[config.mk]
export PLATFORM = sky130hd
export DESIGN_NAME = halfband_dec2_flat
export DESIGN_NICKNAME = d
export VERILOG_FILES = /design/src/rtl/halfband_dec2_if.sv /design/src/rtl/halfband_dec2.sv /design/src/flat_wrapper.sv
export SDC_FILE = /design/constraint.sdc
export NUM_CORES = 1
export LEC_CHECK = 0
export CORE_UTILIZATION = 62
export CTS_BUF_LIST = sky130_fd_sc_hd__clkbuf_4
export CTS_CLUSTER_DIAMETER = 40
export DETAILED_ROUTE_END_ITERATION = 10
export PLACE_DENSITY = 0.81
export SYNTH_ARGS = -nofsm -noshare
export SYNTH_HDL_FRONTEND = slang
export SYNTH_SLANG_ARGS = --single-unit
[constraint.sdc]
create_clock -name clk -period 4.95 [get_ports clk]
set_input_delay 0.99 -clock clk [delete_from_list [all_inputs] [get_ports clk]]
set_output_delay 0.99 -clock clk [all_outputs]
set_load 0.01 [all_outputs]
[src/rtl/halfband_dec2_if.sv]
// Sample stream into and decimated stream out of the halfband decimator.
// in/in_en come from the CIC side; out/out_vld/busy/ovf report back.
interface halfband_dec2_if #(
  parameter int IW = 15,
  parameter int OW = 15
);
  logic                 in_en;
  logic signed [IW-1:0] in;
  logic signed [OW-1:0] out;
  logic                 out_vld;
  logic                 busy;
  logic                 ovf;

  modport master (
    output in_en,
    output in,
    input  out,
    input  out_vld,
    input  busy,
    input  ovf
  );

  modport slave (
    input  in_en,
    input  in,
    output out,
    output out_vld,
    output busy,
    output ovf
  );
endinterface

[src/rtl/halfband_dec2.sv]
// Decimate-by-2 halfband FIR h={-1,0,9,16,9,0,-1}/32 on one shared MAC; HALFBAND_DEC2_SAT_EN selects output clipping over wrap.
// Latency: out/out_vld 4 clocks after the edge accepting the second sample of a pair.
// No backpressure: samples always shift in; a start arriving while busy is dropped and sets sticky ovf.
module halfband_dec2 #(
  parameter int IW = 15,
  parameter int OW = 15
) (
  input  logic           clk,
  input  logic           res,
  halfband_dec2_if.slave bus
);

  localparam int PW = IW + 1;
  localparam int AW = IW + 8;

  typedef enum logic [2:0] {
    IDLE,
    MAC0,
    MAC1,
    MAC2,
    OUTS
  } state_t;

  logic signed [IW-1:0] dly [6];
  logic signed [IW-1:0] p0, p2, p3, p4, p6;
  logic                 phase;
  state_t               state, state_nxt;
  logic signed [AW-1:0] acc, acc_nxt;
  logic signed [PW-1:0] pre06, pre24;
  logic signed [AW-1:0] pre06_x, pre24_x, p3_x;
  logic signed [AW-1:0] mul9, mul16;
  logic signed [OW-1:0] out_q, out_nxt;
  logic                 out_vld_q;
  logic                 ovf_q;
  logic                 busy;
  logic                 start;
  logic                 start_ok;

  assign busy     = (state == MAC0) || (state == MAC1) || (state == MAC2);
  assign start    = bus.in_en & phase;
  assign start_ok = start & ~busy;

  // s0 is the incoming sample itself, so only s1..s6 of the old window need storage
  always_ff @(posedge clk or negedge res) begin
    if (!res) begin
      phase <= 1'b0;
      for (int i = 0; i < 6; i++) dly[i] <= '0;
    end else if (bus.in_en) begin
      phase  <= ~phase;
      dly[0] <= bus.in;
      for (int i = 1; i < 6; i++) dly[i] <= dly[i-1];
    end
  end

  // Snapshot holds only the taps with nonzero coefficients
  always_ff @(posedge clk or negedge res) begin
    if (!res) begin
      p0 <= '0;
      p2 <= '0;
      p3 <= '0;
      p4 <= '0;
      p6 <= '0;
    end else if (start_ok) begin
      p0 <= bus.in;
      p2 <= dly[1];
      p3 <= dly[2];
      p4 <= dly[3];
      p6 <= dly[5];
    end
  end

  always_ff @(posedge clk or negedge res) begin
    if (!res) begin
      ovf_q <= 1'b0;
    end else if (start && busy) begin
      ovf_q <= 1'b1;
    end
  end

  assign pre06   = {p0[IW-1], p0} + {p6[IW-1], p6};
  assign pre24   = {p2[IW-1], p2} + {p4[IW-1], p4};
  assign pre06_x = {{(AW-PW){pre06[PW-1]}}, pre06};
  assign pre24_x = {{(AW-PW){pre24[PW-1]}}, pre24};
  assign p3_x    = {{(AW-IW){p3[IW-1]}}, p3};
  assign mul9    = (pre24_x <<< 3) + pre24_x;
  assign mul16   = p3_x <<< 4;

  always_comb begin
    state_nxt = state;
    acc_nxt   = acc;
    case (state)
      IDLE: begin
        if (start) state_nxt = MAC0;
      end
      MAC0: begin
        acc_nxt   = -pre06_x;
        state_nxt = MAC1;
      end
      MAC1: begin
        acc_nxt   = acc + mul9;
        state_nxt = MAC2;
      end
      MAC2: begin
        acc_nxt   = acc + mul16;
        state_nxt = OUTS;
      end
      OUTS: begin
        state_nxt = start ? MAC0 : IDLE;
      end
      default: begin
        state_nxt = IDLE;
      end
    endcase
  end

`ifdef HALFBAND_DEC2_SAT_EN
  localparam logic signed [AW-1:0] RMAX = AW'((1 <<< (OW-1)) - 1);
  localparam logic signed [AW-1:0] RMIN = AW'(-(1 <<< (OW-1)));

  logic signed [AW-1:0] rnd;

  assign rnd = (acc + AW'(16)) >>> 5;

  always_comb begin
    if (rnd > RMAX) begin
      out_nxt = {1'b0, {(OW-1){1'b1}}};
    end else if (rnd < RMIN) begin
      out_nxt = {1'b1, {(OW-1){1'b0}}};
    end else begin
      out_nxt = rnd[OW-1:0];
    end
  end
`else
  assign out_nxt = OW'((acc + AW'(16)) >>> 5);
`endif

  always_ff @(posedge clk or negedge res) begin
    if (!res) begin
      state     <= IDLE;
      acc       <= '0;
      out_q     <= '0;
      out_vld_q <= 1'b0;
    end else begin
      state     <= state_nxt;
      acc       <= acc_nxt;
      out_vld_q <= (state == OUTS);
      if (state == OUTS) out_q <= out_nxt;
    end
  end

  assign bus.out     = out_q;
  assign bus.out_vld = out_vld_q;
  assign bus.busy    = busy;
  assign bus.ovf     = ovf_q;

endmodule

[src/flat_wrapper.sv]
// flat-port wrapper written by rule: the top's interface ports become plain ports
module halfband_dec2_flat 
#(
  parameter int IW = 15,
  parameter int OW = 15
)
  (clk, res, bus_in_en, bus_in, bus_out, bus_out_vld, bus_busy, bus_ovf);
  halfband_dec2_if #(.IW(IW), .OW(OW)) bus_i ();
  input  logic clk;
  input  logic res;
  input wire logic [$bits(bus_i.in_en)-1:0] bus_in_en;
  input wire logic [$bits(bus_i.in)-1:0] bus_in;
  output wire logic [$bits(bus_i.out)-1:0] bus_out;
  output wire logic [$bits(bus_i.out_vld)-1:0] bus_out_vld;
  output wire logic [$bits(bus_i.busy)-1:0] bus_busy;
  output wire logic [$bits(bus_i.ovf)-1:0] bus_ovf;
  assign bus_i.in_en = bus_in_en;
  assign bus_i.in = bus_in;
  assign bus_out = bus_i.out;
  assign bus_out_vld = bus_i.out_vld;
  assign bus_busy = bus_i.busy;
  assign bus_ovf = bus_i.ovf;
  halfband_dec2 #(.IW(IW), .OW(OW)) u_core (.clk(clk), .res(res), .bus(bus_i));
endmodule
== After elaboration in Yosys (flattened, before gate mapping) ==
Cells that the tools add are included.

* Bits in writable memories: 0
* Input bits: 18
* Bits in latches: 0
* Memory bits (read-only): 0
* Register bits after elaboration: 209
* Memories kept: 0
* Word-level logic and storage cells: 42

* Shift-type cells: 0
* Reductions and logical operators: 5
* Muxes and demuxes: 4
* Add/subtract/negate cells: 7
* Div/mod/pow operators: 0
* Equality and inequality tests: 5
* Multipliers: 0
* Order comparisons: 0
* Bitwise logic cells: 4

{| class="wikitable"
|+ Operators with widths
! kind !! number
|-
| $pmux 23 s3 || 1
|-
| $add 15x15->16 || 2
|-
| $add 23x19->23 || 1
|-
| $add 23x20->23 || 1
|-
| $neg 16->23 || 1
|-
| $add 19x16->20 || 1
|-
| $add 20x6->20 const B || 1
|-
| $pmux 3 s5 || 1
|-
| $eq 3x2->1 const B || 2
|-
| $eq 3x1->1 const B || 1
|-
| $eq 3x3->1 const B || 1
|-
| $logic_not 3->1 || 1
|-
| $mux 3 || 1
|-
| $reduce_bool 3->1 || 1
|-
| $and 1x1->1 || 2
|-
| $logic_or 1x1->1 || 2
|-
| $ne 2x1->1 const B || 1
|-
| $not 1->1 || 2
|-
| $logic_and 1x1->1 || 1
|-
| $mux 1 || 1
|}

== Longest topological paths before layout ==
* Depth after elaboration: 5
* Gate-level depth with buffers: 22

== Least setup slack after synthesis ==
Ideal clock, no wire load.

* Kind: register -> register
* Start point: reg u_core.p4[0]
* End point: reg u_core.acc[18]
* Setup time: 126 ps
* Arrival: 4,146 ps
* Stages on the path, launching flop included: 23
* Path slack: 678 ps
* Cells stage by stage: dfrtp_1 > ha_1 > inv_1 > fa_1 > nor2b_1 > o21bai_1 > a21oi_1 > o21ai_0 > a21oi_1 > nor2_1 > xnor2_1 > xor2_1 > ha_1 > a21o_1 > ha_1 > nand2_1 > o21ai_2 > a2111oi_4 > a2111oi_1 > nor3_1 > nor3_1 > nor3b_1 > o32a_1

* Cells in the longest elaborated chain, start to end: 4

{| class="wikitable"
|+ RTL lines
! item !! RTL line !! text
|-
| start, declared || halfband_dec2.sv:25 || <nowiki>logic signed [IW-1:0] p0, p2, p3, p4, p6;</nowiki>
|-
| start signal, assigned || halfband_dec2.sv:67 || <nowiki>p4 <= dly[3];</nowiki>
|-
| $add 15x15->16 || halfband_dec2.sv:81 || <nowiki>assign pre24 = {p2[IW-1], p2} + {p4[IW-1], p4};</nowiki>
|-
| $add 19x16->20 || halfband_dec2.sv:85 || <nowiki>assign mul9 = (pre24_x <<< 3) + pre24_x;</nowiki>
|-
| $add 23x20->23 || halfband_dec2.sv:100 || <nowiki>acc_nxt = acc + mul9;</nowiki>
|-
| $pmux 23 s3 || halfband_dec2.sv:91 || <nowiki>case (state)</nowiki>
|-
| end signal, assigned || halfband_dec2.sv:145 || <nowiki>acc <= acc_nxt;</nowiki>
|-
| end, declared || halfband_dec2.sv:28 || <nowiki>logic signed [AW-1:0] acc, acc_nxt;</nowiki>
|}

Every way passes these cells.
A chain may end at the register's enable or synchronous reset.

== Worst setup path in the final report ==
* Start point: reg u_core.p4[1]
* End point: reg u_core.acc[16]

The elaborated chain is that of the path after synthesis.

==> flow_summary.toml <==
[status]
outcome = "finished, violations left"
violations = "DRC"

[sta]
drv_slew = 0
slew_headroom = 0.271
fin_crit_ns = 4.63
hold_viol = 0
finClkSkew_ns = 0.0270
fmaxAchievable_mhz = 216
rsz0062_at_grt = "false"
hold_ws_ns = 0.334
setup_tns_ns = 0
setup_viol = 0
period_share = 0.935
worst_pin_slew_ns = 1.09

[die]
rows = 49
coreArea_sq_mm = 0.0181
io_pins = 36
die-area_sq_mm = 0.0192
die_y_microns = 138
die_x_microns = 138
start_util = 0.638

[global_route]
grt_max_degree = 133
grt_pass1_wl_microns = 40300
grt_usage = 0.262
grt_overflow = 0
grt_pass1_vias = 8203
antenna_found_initial = 1

[synth]
synthFlopType = "dfrtp_1"
syn-instance-count = 1060
ys_ff_latch = 206
syn-cell-area_sq_mm = 0.0115
ys_types = 60
synth-edff-count = 0
syn_avg_cell_area_sq_um = 10.9
synthTopCellsByArea = "dfrtp_1 (45%), mux2_2 (13%), ha_1 (9.5%)"
synth_top_area_frac = 0.446
yosys_warnings = 0
yosysSeqAreaShare = 0.446
syn_nets = 1179
async_flop_share = 1.00
yosys.area.top_type = "dfrtp_1"

[drt]
drc = 6
drtAntennaViolNets = 0
finalWirelength_microns = 23800
first_pass_iters = 10
vias = 8205
wl_per_cell_microns = 17.1
vias_per_cell = 5.87
drtIter0Drc = 575

[critical_path]
cp-end-kind = "register"
crit_type = "register to register"
arrival_ns = 5.18
reg2reg_setup_slack_ns = 0.32
cp.required_ns = 5.50
crit_path_start_kind = "register"
timing.rr.end = "u_core.acc[16]"
crit_slowest_cell = "or4_1"
worstPathCellList = "ha_1 -> a21o_1 -> a21oi_1 -> o211ai_1 -> a21o_1 -> a21o_1 -> a21oi_1 -> xor2_1 -> xnor2_1 -> ha_1 -> ha_1 -> nand2_1 -> o21ai_2 -> a2111oi_4 -> a2111oi_4 -> or4_1 -> nand3_1 -> nand3_1 -> a211o_1"
rr_worst_depth = 19
cp_slowest_stage_delay_ns = 0.50
timing.rr.start = "u_core.p4[1]"
cp_max_fo = 5

[placement]
port_buffers = 35
routabilityCongestion = 0.877
hpwlAfterDp_microns = 17000

[cts]
clkTransAtPathRegs_ns = 0.07
cts_max_level = 2
ctsHoldBuffers = 0
cts.sinks = 206
cts_buffer_depth = 3
numCtsBuffers = 53
clkLatencyLatePin_ns = 0.68
cts_tree = "yes"
cts-root-buf = "clkbuf_4"

[layout]
drive_above_1_share = 0.214
fillers = 1302
nets = 1245
layout_commonest_cell = "dfrtp_1"
area_growth_pct = 11.3
final_cell_mix = "dfrtp_1 (206), mux2_2 (136), ha_1 (88)"
utilization = 0.711

[worst_hold_path]
hold_path.class = "input port to asynchronous set/reset pin"

[flow_run]
maxCapViolCount = 0
## metal layers
metal / track usage / part of all wire / vias to the layer above / routed length [microns]
met3: 0.0395 / 0.053 / 39 / 1270
met4: 0.0928 / 0.018 / 0 / 426
met5: 0 / 0 / - / 0
li1: - / - / 3941 / -
met1: 0.377 / 0.47 / 4002 / 11200
met2: 0.406 / 0.46 / 223 / 10900
## critical path: cells and delay by family (launching register included)
kind / cells / cell delay (ns)
AOI/OAI and AO/OA: 10 / 2.03
adders and majority gates: 3 / 0.89
and+or+nand+nor: 4 / 0.78
xor gates and xnor gates: 2 / 0.45
DFF: 1 / 0.38
## flip-flops by register name, indices dropped and copies added, names as in the netlist
| name | flops |
|---|---|
| u_core.bus.out | 15 |
| u_core.dly | 90 |
| u_core.p3 | 15 |
| u_core.p2 | 15 |
| u_core.acc | 20 |
| u_core.p6 | 15 |
| u_core.state | 3 |
| u_core.phase | 1 |
| u_core.bus.ovf | 1 |
| u_core.bus.out_vld | 1 |
| u_core.p0 | 15 |
| u_core.p4 | 15 |
## synth_stat cells, types with 3 or more instances
master	count
a21o_1	17
o2111ai_1	6
and2_1	3
o211ai_1	4
nor3b_1	4
fa_1	13
o31a_1	3
buf_1	4
and3_1	7
nor2_1	50
nand4_1	5
nor3_1	11
a31oi_1	11
nand2_1	77
nand2b_1	6
a211oi_1	7
o32a_1	3
dfrtp_1	206
clkbuf_1	31
a21oi_1	53
ha_1	88
mux2_2	136
inv_1	69
o21a_1	11
a22oi_1	8
xnor2_1	43
a211o_1	3
o31ai_1	5
xor2_1	22
o21ai_0	67
o22a_1	5
o21bai_1	10
nor2b_1	10
nand3_1	17
or3_1	11
## layout make-up
cell class,instances,area (sq um),area share
multi-input cells,748,6030,0.469
flip-flops and latches,206,5150,0.401
clock buffers,77,578,0.0450
repair buffers,48,462,0.0359
well taps,229,287,0.0223
inverters,69,259,0.0202
clock inverters,19,83.8,0.00652
diodes,1,2.50,0.000195
## logic make-up after synthesis
kind of cell | count (synthesis) | share of synthesized area
adder cells (fa/ha/maj) | 101 | 0.118
XOR/XNOR | 65 | 0.0493
flip-flops | 206 | 0.446
AO/OA/AOI/OAI | 237 | 0.134
multiplexers | 137 | 0.134
AND/OR/NAND/NOR | 208 | 0.0830
buffers and inverters | 106 | 0.0362
## per-stage QoR
step	instances	cell area [sq um]	setup slack, ns
after floorplan	1060	11500	0.678
after global placement	1299	12100	0.253
after detailed placement	1299	12100	0.159
after CTS	1395	12800	0.180
after global routing	1397	12900	0.000142
final	1397	12900	0.320
## worst max path at each step
stage / start / to / slack (ns) / cells past startpoint
after CTS: u_core.p4[0] / u_core.acc[18] / 0.18 / 20
after global routing: u_core.p2[0] / u_core.acc[19] / 0.0001 / 18
after floorplan: u_core.p4[0] / u_core.acc[18] / 0.68 / 22
after detailed placement: u_core.p4[0] / u_core.acc[18] / 0.16 / 20
after global placement: u_core.p4[1] / u_core.acc[18] / 0.25 / 19
final: u_core.p4[1] / u_core.acc[16] / 0.32 / 19
## what timing repair did
action / CTS / global route
setup endpoints to repair: 0 / 6
gates resized for setup: 0 / 9
setup buffers: 0 / 1
Power is not shown: default switching activity piles up to over one toggle a cycle in this logic, so the estimate is an artifact.
